===== src/rtl/reg_arb_pkg.sv =====
// Shared types and constants for the register-port arbiter.
// Byte lanes are little-endian: byte 0 is bits [7:0] and travels first on the bus.
package reg_arb_pkg;

  localparam int unsigned BYTES_PER_WORD = 4;
  localparam int unsigned REG_ADDR_W     = 2;
  localparam int unsigned BYTE_W         = 8;
  localparam int unsigned WORD_W         = 32;
  // Requester index width; covers NREQ up to 4.
  localparam int unsigned IDX_W          = 2;

  typedef enum logic [2:0] {
    S_IDLE,
    S_REQ,
    S_WBURST,
    S_RBURST,
    S_RESP
  } arb_state_e;

  // Extract byte lane idx from a word.
  function automatic logic [BYTE_W-1:0] word_byte(input logic [WORD_W-1:0] w,
                                                  input logic [1:0]        idx);
    logic [BYTE_W-1:0] b;
    b = w[7:0];
    case (idx)
      2'd0: b = w[7:0];
      2'd1: b = w[15:8];
      2'd2: b = w[23:16];
      2'd3: b = w[31:24];
      default: b = w[7:0];
    endcase
    return b;
  endfunction

  // Replace byte lane idx of a word.
  function automatic logic [WORD_W-1:0] put_byte(input logic [WORD_W-1:0] w,
                                                 input logic [1:0]        idx,
                                                 input logic [BYTE_W-1:0] b);
    logic [WORD_W-1:0] r;
    r = w;
    case (idx)
      2'd0: r[7:0]   = b;
      2'd1: r[15:8]  = b;
      2'd2: r[23:16] = b;
      2'd3: r[31:24] = b;
      default: r = w;
    endcase
    return r;
  endfunction

endpackage


===== src/rtl/reg_port_arbiter_rr.sv =====
// Round-robin grant over NREQ requesters. The search starts at the pointer;
// the pointer moves to one past the winner only when the grant is accepted.
module rr_arbiter
  import reg_arb_pkg::*;
#(
  parameter int unsigned NREQ = 2
) (
  input  logic             clk,
  input  logic             rst_n,
  input  logic [NREQ-1:0]  req,
  input  logic             advance,
  output logic [NREQ-1:0]  grant,
  output logic [IDX_W-1:0] grant_idx,
  output logic             grant_any
);

  localparam int unsigned CW = IDX_W + 1;

  logic [IDX_W-1:0] ptr;
  logic [CW-1:0]    cand;

  // Pick the first pending requester at or after the pointer, wrapping at NREQ.
  always_comb begin
    grant_idx = '0;
    grant_any = 1'b0;
    cand      = '0;
    for (int unsigned i = 0; i < NREQ; i++) begin
      cand = {1'b0, ptr} + CW'(i);
      if (cand >= CW'(NREQ)) cand = cand - CW'(NREQ);
      for (int unsigned j = 0; j < NREQ; j++) begin
        if (!grant_any && (cand == CW'(j)) && req[j]) begin
          grant_any = 1'b1;
          grant_idx = IDX_W'(j);
        end
      end
    end
  end

  // One-hot view of the winner.
  always_comb begin
    grant = '0;
    for (int unsigned j = 0; j < NREQ; j++) begin
      grant[j] = grant_any && (grant_idx == IDX_W'(j));
    end
  end

  // Pointer advances past the accepted winner.
  always_ff @(posedge clk or negedge rst_n) begin
    if (!rst_n) begin
      ptr <= '0;
    end else if (advance) begin
      ptr <= (grant_idx == IDX_W'(NREQ - 1)) ? '0 : grant_idx + 1'b1;
    end
  end

endmodule


===== src/rtl/reg_port_arbiter.sv =====
// Arbitrates NREQ word requesters onto the byte-serial register port.
// Sequence: grant (IDLE) -> address/byte0 handshake (REQ) -> write bytes 1..3
// (WBURST) or read bytes 0..3 (RBURST) -> one-cycle response (RESP).
// Optional: define REG_ARB_TIMEOUT_EN to abort REQ after TIMEOUT cycles with
// no handshake and return rsp_err_o=1.
module reg_port_arbiter
  import reg_arb_pkg::*;
#(
  parameter int unsigned NREQ    = 2,
  parameter int unsigned TIMEOUT = 16
) (
  input  logic                         clk,
  input  logic                         rst_n,
  input  logic [NREQ-1:0]              req_valid_i,
  output logic [NREQ-1:0]              req_ready_o,
  input  logic [NREQ-1:0]              req_wr_n_i,
  input  logic [NREQ*REG_ADDR_W-1:0]   req_addr_i,
  input  logic [NREQ*WORD_W-1:0]       req_wdata_i,
  output logic [NREQ-1:0]              rsp_valid_o,
  output logic [WORD_W-1:0]            rsp_rdata_o,
  output logic                         rsp_err_o,
  output logic                         bus_valid_o,
  input  logic                         bus_ready_i,
  output logic                         bus_wr_n_o,
  output logic [REG_ADDR_W-1:0]        bus_addr_o,
  output logic [BYTE_W-1:0]            bus_data_o,
  input  logic [BYTE_W-1:0]            bus_data_i
);

  localparam logic [1:0] LAST_BEAT = 2'(BYTES_PER_WORD - 1);

  arb_state_e state, state_nxt;

  logic [NREQ-1:0]       grant;
  logic [IDX_W-1:0]      grant_idx;
  logic                  grant_any;
  logic                  accept;
  logic                  handshake;
  logic                  tmo_hit;
  logic                  err_flag;

  logic                  sel_wr_n;
  logic [REG_ADDR_W-1:0] sel_addr;
  logic [WORD_W-1:0]     sel_wdata;

  logic                  wr_n_q;
  logic [REG_ADDR_W-1:0] addr_q;
  logic [WORD_W-1:0]     wdata_q;
  logic [WORD_W-1:0]     rdata_q;
  logic [IDX_W-1:0]      owner_q;
  logic [1:0]            beat_q;

  rr_arbiter #(
    .NREQ (NREQ)
  ) u_rr (
    .clk       (clk),
    .rst_n     (rst_n),
    .req       (req_valid_i),
    .advance   (accept),
    .grant     (grant),
    .grant_idx (grant_idx),
    .grant_any (grant_any)
  );

  assign accept    = (state == S_IDLE) && grant_any;
  assign handshake = (state == S_REQ) && bus_ready_i;

`ifdef REG_ARB_TIMEOUT_EN
  localparam int unsigned TMO_W = (TIMEOUT > 1) ? $clog2(TIMEOUT) : 1;

  logic [TMO_W-1:0] tmo_cnt_q;
  logic             err_q;

  assign tmo_hit  = (state == S_REQ) && !bus_ready_i &&
                    (tmo_cnt_q == TMO_W'(TIMEOUT - 1));
  assign err_flag = err_q;

  // Count consecutive REQ cycles; restarts every time REQ is entered.
  always_ff @(posedge clk or negedge rst_n) begin
    if (!rst_n) begin
      tmo_cnt_q <= '0;
    end else if (state != S_REQ) begin
      tmo_cnt_q <= '0;
    end else begin
      tmo_cnt_q <= tmo_cnt_q + 1'b1;
    end
  end

  // Error flag for the current transaction.
  always_ff @(posedge clk or negedge rst_n) begin
    if (!rst_n) begin
      err_q <= 1'b0;
    end else if (accept) begin
      err_q <= 1'b0;
    end else if (tmo_hit) begin
      err_q <= 1'b1;
    end
  end
`else
  assign tmo_hit  = 1'b0;
  assign err_flag = 1'b0;
`endif

  // Request fields of the current round-robin winner.
  always_comb begin
    sel_wr_n  = 1'b0;
    sel_addr  = '0;
    sel_wdata = '0;
    for (int unsigned j = 0; j < NREQ; j++) begin
      if (grant[j]) begin
        sel_wr_n  = req_wr_n_i[j];
        sel_addr  = req_addr_i[j*REG_ADDR_W +: REG_ADDR_W];
        sel_wdata = req_wdata_i[j*WORD_W +: WORD_W];
      end
    end
  end

  // State register.
  always_ff @(posedge clk or negedge rst_n) begin
    if (!rst_n) begin
      state <= S_IDLE;
    end else begin
      state <= state_nxt;
    end
  end

  // Next state and all port outputs; every output is idle-zero by default.
  always_comb begin
    state_nxt   = state;
    req_ready_o = '0;
    bus_valid_o = 1'b0;
    bus_wr_n_o  = 1'b0;
    bus_addr_o  = '0;
    bus_data_o  = '0;
    rsp_valid_o = '0;
    rsp_rdata_o = '0;
    rsp_err_o   = 1'b0;
    case (state)
      S_IDLE: begin
        if (grant_any) begin
          // Accept pulse is masked while reset is held so no requester
          // sees a grant that the state machine never takes.
          req_ready_o = grant & {NREQ{rst_n}};
          state_nxt   = S_REQ;
        end
      end
      S_REQ: begin
        bus_valid_o = 1'b1;
        bus_wr_n_o  = wr_n_q;
        bus_addr_o  = addr_q;
        bus_data_o  = wdata_q[7:0];
        if (bus_ready_i) begin
          state_nxt = wr_n_q ? S_RBURST : S_WBURST;
        end else if (tmo_hit) begin
          state_nxt = S_RESP;
        end
      end
      S_WBURST: begin
        bus_data_o = word_byte(wdata_q, beat_q);
        if (beat_q == LAST_BEAT) state_nxt = S_RESP;
      end
      S_RBURST: begin
        if (beat_q == LAST_BEAT) state_nxt = S_RESP;
      end
      S_RESP: begin
        for (int unsigned j = 0; j < NREQ; j++) begin
          rsp_valid_o[j] = (owner_q == IDX_W'(j));
        end
        rsp_rdata_o = rdata_q;
        rsp_err_o   = err_flag;
        state_nxt   = S_IDLE;
      end
      default: state_nxt = S_IDLE;
    endcase
  end

  // Transaction latches, beat counter and read assembly. rdata is cleared on
  // accept so writes and aborted transactions report zero.
  always_ff @(posedge clk or negedge rst_n) begin
    if (!rst_n) begin
      wr_n_q  <= 1'b0;
      addr_q  <= '0;
      wdata_q <= '0;
      rdata_q <= '0;
      owner_q <= '0;
      beat_q  <= '0;
    end else begin
      if (accept) begin
        wr_n_q  <= sel_wr_n;
        addr_q  <= sel_addr;
        wdata_q <= sel_wdata;
        owner_q <= grant_idx;
        rdata_q <= '0;
        beat_q  <= '0;
      end
      if (handshake) begin
        beat_q <= wr_n_q ? 2'd0 : 2'd1;
      end
      if (state == S_WBURST) begin
        beat_q <= beat_q + 2'd1;
      end
      if (state == S_RBURST) begin
        rdata_q <= put_byte(rdata_q, beat_q, bus_data_i);
        beat_q  <= beat_q + 2'd1;
      end
    end
  end

endmodule


===== config.mk =====
export PLATFORM = sky130hd
export DESIGN_NAME = reg_port_arbiter
export DESIGN_NICKNAME = d
export VERILOG_FILES = /design/src/rtl/reg_arb_pkg.sv /design/src/rtl/reg_port_arbiter_rr.sv /design/src/rtl/reg_port_arbiter.sv
export SDC_FILE = /design/constraint.sdc
export NUM_CORES = 1
export LEC_CHECK = 0
export CORE_MARGIN = 1.5
export CORE_UTILIZATION = 35
export DETAILED_ROUTE_END_ITERATION = 6
export PLACE_DENSITY_LB_ADDON = 0.12
export SLEW_MARGIN = 25
export SYNTH_ARGS = -nofsm -noshare
export SYNTH_HDL_FRONTEND = slang
export SYNTH_SLANG_ARGS = --single-unit

===== constraint.sdc =====
create_clock -name clk -period 4.4 [get_ports clk]
set_clock_uncertainty 0.05 [all_clocks]
set_input_delay 1.32 -clock clk [delete_from_list [all_inputs] [get_ports clk]]
set_output_delay 1.32 -clock clk [all_outputs]
set_load 0.1 [all_outputs]

==> flow_summary.toml <==
[outcome]
status = "complete, no violations"

[setup_path]
cp_max_fo = 5
cp_slowest_cell = "clkdlybuf4s50_1"
crit_family = "buffers and inverters"
crit_path_max_incr_delay_ns = 0.60
crit_buf_inv = 2
crit_chain = "clkdlybuf4s50_1 > a21boi_4 > and3_1 > buf_12"
cp.arrival_ns = 2.54
crit_required_ns = 3.03
cp-start-kind = "primary input"
end_kind = "primary output"
path_class = "primary input to primary output"

[floorplanning]
io_pins = 132
die_h_um = 111
dieArea_mm2 = 0.0122
rows = 39
start_util_pct = 35.6
fp.dieW_um = 111
core_mm2 = 0.0114

[logic_synthesis]
synthesis.area_mm2 = 0.00405
synth_nets = 466
synth_edf_count = 0
ys_ff_latch = 74
syn_inst = 379
yosys_most_used_dff = "dfrtp_1"
yosys.cell_types.count = 43
ys_top_cells_by_count = "dfrtp_1, nand2_1, and2_1, a32o_1, o21ai_0"
synthMostInstantiatedCell = "dfrtp_1"
syn_avg_cell_area_um2 = 10.7
synthArstFlopShare_pct = 100
ys_seq_area_share_pct = 45.7
synth_area_leaders = "dfrtp_1, a32o_1, mux2_4"
yosysTopAreaCellShare_pct = 45.7
synth_area_leader_cell = "dfrtp_1"
yosys_warnings = 0

[placed_design]
dp_hpwl_um = 7780
placed_area_mm2 = 0.00529
io_buffers = 130
gp_congestion = 0.756

[drt]
ant_nets = 0
wl_per_cell_um = 17.0
route.detailed.drc = 0
drt_iter0_drc = 241
drt-total-wl_um = 10900
routed_via_density = 5.16
drtPass1Iterations = 4
vias = 3310

[grt]
grt_pass1_wl_um = 17800
grt_pass1_vias = 3403
grt_max_degree = 69
antenna_found_initial = 1
grt_use_total_pct = 18.3
gr-total-overflow = 0

[worst_hold_path]
hp-class = "flip-flop to flip-flop"

[sta]
setup_tns_ns = 0
rsz0062_at_grt = "false"
maxSlewViolCount = 0
fmax_mhz = 256
final-setup-viol-count = 0
finalCritPeriodShare_pct = 88.8
hold-worst-slack_ns = 0.456
worst_pin_slew_ns = 0.898
timing.slew.headroom_pct = 40.1
hold_violations = 0
min_period_ns = 3.91

[pwr]
p_leak_nw = 2.52
powerDensity_mw_per_mm2 = 643
vdd_drop_max_v = 0.000472

[clock_tree]
holdBufCountCts = 0
clk-insertion-delay-late_ns = 0.32
clkTransAtPathRegs_ns = 0.05
cts_buffer_depth = 2
cts_buffers = 9
cts.sinks = 74
post-cts-setup-buffers = 0
cts.htree.levels = 3
cts_tree = "yes"
cts_root_buf = "clkbuf_16"
cts_resized = 0

[final_layout]
fill_cells = 1037
area_delta_synth_final_pct = 39.4
final_net_count = 579
drive_above_1_share_pct = 22.7
regArea_mm2 = 0.00185
multi_input_area_mm2 = 0.00198
postLayoutCoreUtil_pct = 49.7
design_area_mm2 = 0.00565

[run]
cap_viol_max_count = 0
[final cells by class]
type / count / area share [%]
Multi-Input combinational cell: 261 / 35.1
Sequential cell: 74 / 32.8
Timing Repair Buffer: 134 / 21.8
Clock buffer: 10 / 4.23
Tap cell: 143 / 3.17
Clock inverter: 6 / 1.99
Inverter: 12 / 0.798
Antenna cell: 1 / 0.0443
[kinds of logic after synthesis]
group / synth area share (%)
buffers and inverters: 5.62
AND/OR/NAND/NOR: 17.0
AO/OA/AOI/OAI: 19.1
adder cells (fa/ha/maj): 1.24
flip-flops: 45.7
multiplexers: 11.3
other: 0.0926
[worst paths after layout]
check	cells after the start	slack, ns	to	start
worst max-delay path	4	0.49	req_ready_o[0]	req_valid_i[0]
worst min-delay path	1	0.46	wdata_q[7]	wdata_q[7]
worst max register to register	3	2.03	wdata_q[31]	state[0]
worst min register to register	1	0.46	wdata_q[7]	wdata_q[7]
max in group asynchronous	2	2.49	state[0]	rst_n
min in group asynchronous	1	0.87	u_rr.ptr[0]	rst_n
[registers in the layout (all words and copies together), names as in the netlist]
| signal | cells |
|---|---|
| owner_q | 1 |
| state | 3 |
| u_rr.ptr | 1 |
| addr_q | 2 |
| rdata_q | 32 |
| wdata_q | 32 |
| beat_q | 2 |
| wr_n_q | 1 |
[metrics by stage]
step | total power, mW | std cells | worst slack, ns
3_5_place_dp | 2.79 | 624 | 0.509
3_3_place_gp | 2.76 | 624 | 0.518
4_1_cts | 3.66 | 640 | 0.507
5_1_grt | 3.85 | 640 | 0.446
6_report | 3.63 | 641 | 0.492
2_1_floorplan | 2.41 | 379 | 0.118
[cell usage in the layout, fill, tap and decap left out, types with 12 or more instances in the layout]
cell type	count
and2_1	37
dfrtp_1	74
a32o_1	35
o21ai_0	32
nand2_1	64
inv_1	12
mux2_4	17
clkdlybuf4s50_1	81
buf_4	51
mux2_2	18
[per-layer routing]
layer,part of all wire [%],track usage [%]
met1,48,25.2
met2,46,28.1
met3,4.8,4.61
met4,1.0,6.07
met5,0,0
[report_power, final]
group | internal (mW) | switching, mW
Sequential | 0.939 | 0.205
Combinational | 0.642 | 0.996
Clock | 0.571 | 0.278
Power figures use the tool's default switching activity.
==> edit 1, RTL diff (same settings) <==
Build with the macro `REG_ARB_TIMEOUT_EN` defined.
--- a/src/rtl/reg_port_arbiter.sv
+++ b/src/rtl/reg_port_arbiter.sv
@@ -3,6 +3,8 @@
 // (WBURST) or read bytes 0..3 (RBURST) -> one-cycle response (RESP).
 // Optional: define REG_ARB_TIMEOUT_EN to abort REQ after TIMEOUT cycles with
 // no handshake and return rsp_err_o=1.
+`define REG_ARB_TIMEOUT_EN
+
 module reg_port_arbiter
   import reg_arb_pkg::*;
 #(
Check against the original RTL: no difference found for any inputs over 10 cycles, from zero or initial values and one cycle with rst_n low; that may be too few to reach the edited logic, so the function may still have changed.
==> edit 1 against the unedited design <==
  * First-iteration DRC count down 25%
  * Setup slack lost 0.049 ns
  * Synthesized area is 6.9% higher
  * Total power increased by 5.0%
  * Register-to-register slack got worse by 0.02 ns
  * Wire length increased by 3.8%
  * Sequential share of layout area fell by 1.7 points
  * Design area rose by 13%
  * Sequential cell count is 5 higher
  * Non-clock buffer count up 6
  * Final cell count up 8.0%
  * Critical path type unchanged
  * Largest power group unchanged
  * Highest routed layer unchanged
==> edit 1: results (changes against the unedited design) <==
register area share after synthesis 45.65% (-0.070 points); initial DRC count 181 (-25%); Synth Area per Inst 10.69 µm² (about the same); Fillers 1077 (+3.9%); outcome complete, no violations; Max VDD drop 0.0003496 V (-26%); # nets final 608 (+5.0%); Final Critical Period 3.956 ns (+0.04860 ns); reg-to-reg endpoint rdata_q[22]; DP Wirelength 8.333 mm (+7.1%); first-pass GRT wire length 17.80 mm (-0.27%); initial antenna violation count 0 (-1); Signal buf overhead 27.00% (+5.1 points); cell leakage power 2.760 nW (+9.7%); reg2reg setup slack 2.01 ns (-0.02 ns); Synthesized Nets 493 (+5.8%); met3 usage 2.594% (-2.0 points); Util after Layout 52.72% (+3.1 points); Area after DPL 0.006038 mm² (+14%); biggest regs rdata_q (32), wdata_q (32), tmo_cnt_q (4); Synth area leaders dfrtp_1 46%, mux2_4 8.7%, a32o_1 8.1%; routability cong. 0.7933 (+5.0%); Post-synth top cells 79 x dfrtp_1, 66 x nand2_1, 35 x a32o_1; Worst Reg-to-Reg Cells 5 (+2); fraction of area in multi-input gates 32.80% (-2.3 points); pre-CTS setup slack 0.4524 ns (-0.05637 ns); Power Internal 0.002236 W (+3.9%); antenna cell count 0 (-1); number of non-clock buffers in the layout 140 (+4.5%); inverters 13 (+1); comb_multi_in 277 (+6.1%); register area 0.001977 mm² (+6.8%); TritonRoute pass-1 iters 7 (+3); DR vias 3524 (+6.5%); vias in the first global route 3373 (-0.88%); M1 GR Usage 25.01% (-0.15 points); Synth cell types 49 (+14%); met2 Track Usage GR 27.47% (-0.68 points); largest net degree at the start of global routing 60 (-13%); Routed WL 11.33 mm (+3.8%); Worst-Margin Slew 0.7309 ns (-0.1675 ns); Worst-Skew Late Latency 0.32 ns (about the same)
==> edit 1: how the worst min path moves through the flow <==
stage,start,to,slack [ns],cells past startpoint
after floorplan,tmo_cnt_q[0],tmo_cnt_q[0],0.38,1
after global placement,tmo_cnt_q[0],tmo_cnt_q[0],0.40,1
after detailed placement,tmo_cnt_q[0],tmo_cnt_q[0],0.42,1
after CTS,tmo_cnt_q[0],tmo_cnt_q[0],0.43,1
after global routing,tmo_cnt_q[0],tmo_cnt_q[0],0.45,1
final,tmo_cnt_q[0],tmo_cnt_q[0],0.42,1
==> edit 1: per-layer routing <==
metal / wire length (µm) / vias to the layer above / part of all wire, %
met1: 5277 / 1686 / 47
met2: 5317 / 123 / 47
met5: 0 / - / 0
met3: 604 / 12 / 5.3
met4: 130 / 0 / 1.1
li1: - / 1703 / -
==> edit 1: cell families (layout without fill, tap and decap cells) <==
family	after synthesis	after routing	synth area share (%)
xor gates and xnor gates	2	2	0.4046
AOI/OAI and AO/OA	95	95	17.42
buffers and inverters	49	168	6.530
and+or+nand+nor	139	139	17.02
adders and majority gates	5	5	1.445
muxes	36	36	11.53
DFF	79	79	45.65
==> edit 1: power by group through the flow <==
stage,Combinational [W],Sequential [W],Clock [W]
final,0.00177,0.00125,0.000791
after global routing,0.00191,0.00129,0.000842
after CTS,0.00178,0.00125,0.000806
after detailed placement,0.00177,0.00126,0
after global placement,0.00174,0.00125,0
after floorplan,0.00148,0.00115,0
==> edit 1: worst max-delay path, stage by stage <==
cell and delay (ns):
clkdlybuf4s50_1 0.58, a21boi_4 0.22, and3_1 0.26, buf_12 0.20
==> edit 2, RTL diff (config.mk and constraints unchanged) <==
Without the edit above. Re-encode `arb_state_e` (5 states) as one-hot, 5 bits wide.
--- a/src/rtl/reg_arb_pkg.sv
+++ b/src/rtl/reg_arb_pkg.sv
@@ -9,12 +9,12 @@
   // Requester index width; covers NREQ up to 4.
   localparam int unsigned IDX_W          = 2;
 
-  typedef enum logic [2:0] {
-    S_IDLE,
-    S_REQ,
-    S_WBURST,
-    S_RBURST,
-    S_RESP
+  typedef enum logic [4:0] {
+    S_IDLE   = 5'b00001,
+    S_REQ    = 5'b00010,
+    S_WBURST = 5'b00100,
+    S_RBURST = 5'b01000,
+    S_RESP   = 5'b10000
   } arb_state_e;
 
   // Extract byte lane idx from a word.
Check against the original RTL: no difference found for any inputs over 10 cycles, from zero or initial values and one cycle with rst_n low; not proved beyond that.
==> edit 2 against the unedited design <==
  * Count of clock-buffer cells in the layout is 1 lower
  * Sequential cell count is 2 higher
  * Wire length is 17% higher
  * Total power is 14% lower
  * Hold slack better by 0.036 ns
  * Global-route usage is 1.2 points higher
  * Setup slack worse by 0.24 ns
  * Synthesized area is 11% higher
  * Design area is 15% higher
  * Critical path type unchanged
  * Critical endpoint is now req_ready_o[1]
  * Highest routed layer unchanged
==> edit 2: results (changes against the unedited design) <==
Post-synth top cells 103 x a31oi_1, 75 x dfrtp_1, 43 x clkbuf_1; vias in the first global route 4054 (+19%); reg2reg setup slack 2.31 ns (+0.28 ns); Max VDD drop 0.0003414 V (-28%); Port Buffers 130 (unchanged); beginning of the critical path req_valid_i[0]; GRT Util Overall 19.46% (+1.2 points); endpoint arrival time on the critical path 2.77 ns (+0.23 ns); Root Buffer clkbuf_16; routability cong. 0.8759 (+16%); hold path startpoint addr_q[0]; Synth cell types 36 (-16%); met2 WL post-DR 6.361 mm (+26%); # nets final 657 (+13%); Worst Path Max Fanout 5 (unchanged); outcome complete, no violations; Worst Reg-to-Reg Cells 4 (+1); crit path to req_ready_o[1]; cell leakage power 2.570 nW (+2.2%); Worst Hold Class reg -> reg; crit-path max cell delay 0.47 ns (-0.13 ns); Routed WL 12.80 mm (+17%); share of layout cells above drive strength 1 21.91% (-0.82 points); Worst-Skew Late Latency 0.33 ns; register area share after synthesis 42.50% (-3.2 points); Top Metal Used met4; TritonRoute pass-1 iters 5 (+1); DP Wirelength 8.684 mm (+12%); Area after DPL 0.006205 mm² (+17%); antenna cell count 0 (-1); CTS resizes 0 (unchanged); Synth area leaders dfrtp_1 42%, a31oi_1 14%, mux2_2 8.3%; Clock transition at path regs 0.07 ns (+0.02 ns); CTS H-tree lvls 3 (unchanged); DRT met1 WL 5.528 mm (+6.1%); biggest regs rdata_q (32), wdata_q (32), state (5); Detail Route met3 WL 602 µm (+14%); first-pass GRT wire length 20.47 mm (+15%); Vias/cell 5.422 (+5.0%); initial antenna violation count 0 (-1); Slew HR 49.50% (+9.4 points); post-synthesis async set-or-reset flop share 100.0% (unchanged); RR Startpoint beat_q[1]; Synthesized Nets 558 (+20%); reg-to-reg endpoint rdata_q[9]; largest net degree at the start of global routing 71 (+2.9%); WHS Path Cells 2 (+1); initial DRC count 226 (-6.2%); Min-Delay Endpoint addr_q[0]; Bufs on Longest Clock Path 2 (unchanged); worst hold slack 0.4919 ns (+0.03559 ns)
edit 2: kinds of logic (layout without fill, tap and decap cells):
| kind of cell | after synthesis | after routing | synth area share, % |
|---|---|---|---|
| AOI/OAI and AO/OA | 161 | 161 | 24.11 |
| and+or+nand+nor | 104 | 104 | 15.40 |
| buffers and inverters | 90 | 194 | 8.103 |
| DFF | 76 | 76 | 42.50 |
| muxes | 33 | 33 | 8.298 |
| adders and majority gates | 4 | 4 | 1.118 |
| xor gates and xnor gates | 2 | 2 | 0.3912 |
| other | 1 | 1 | 0.08374 |
edit 2: final cells by class:
class | count | area (µm²)
Inverter | 37 | 138.9
Clock inverter | 7 | 58.81
Clock buffer | 9 | 225.2
Multi-Input combinational cell | 305 | 2236
Fill cell | 1167 | 6080
Tap cell | 172 | 215.2
Sequential cell | 76 | 1903
Timing Repair Buffer | 141 | 1712
edit 2: power breakdown:
part | leakage, nW | internal (W) | total [W] | switching [W]
Clock | 0.133 | 0.000391 | 0.000707 | 0.000316
Sequential | 0.953 | 0.000908 | 0.00106 | 0.000152
Combinational | 1.48 | 0.000453 | 0.00135 | 0.000897
edit 2: critical path: cells and delay by family:
kind                   cells  cell delay, ns
AND/OR/NAND/NOR            3            0.81
buffers and inverters      2            0.64
edit 2: routing by layer:
metal / vias to the layer above / GRT usage [%]
met5: - / 0
met4: 0 / 7.317
met3: 18 / 3.166
met2: 133 / 33.22
met1: 1960 / 24.91
li1: 1939 / -
edit 2: through the flow:
step                setup WS [ns]  total power [W]  instances
CTS                        0.2463         0.003136        747
global route               0.1967         0.003293        747
global placement           0.2644         0.002405        731
detailed placement         0.2507         0.002425        731
floorplan                 0.05876         0.002037        471
finish                     0.2573         0.003116        747
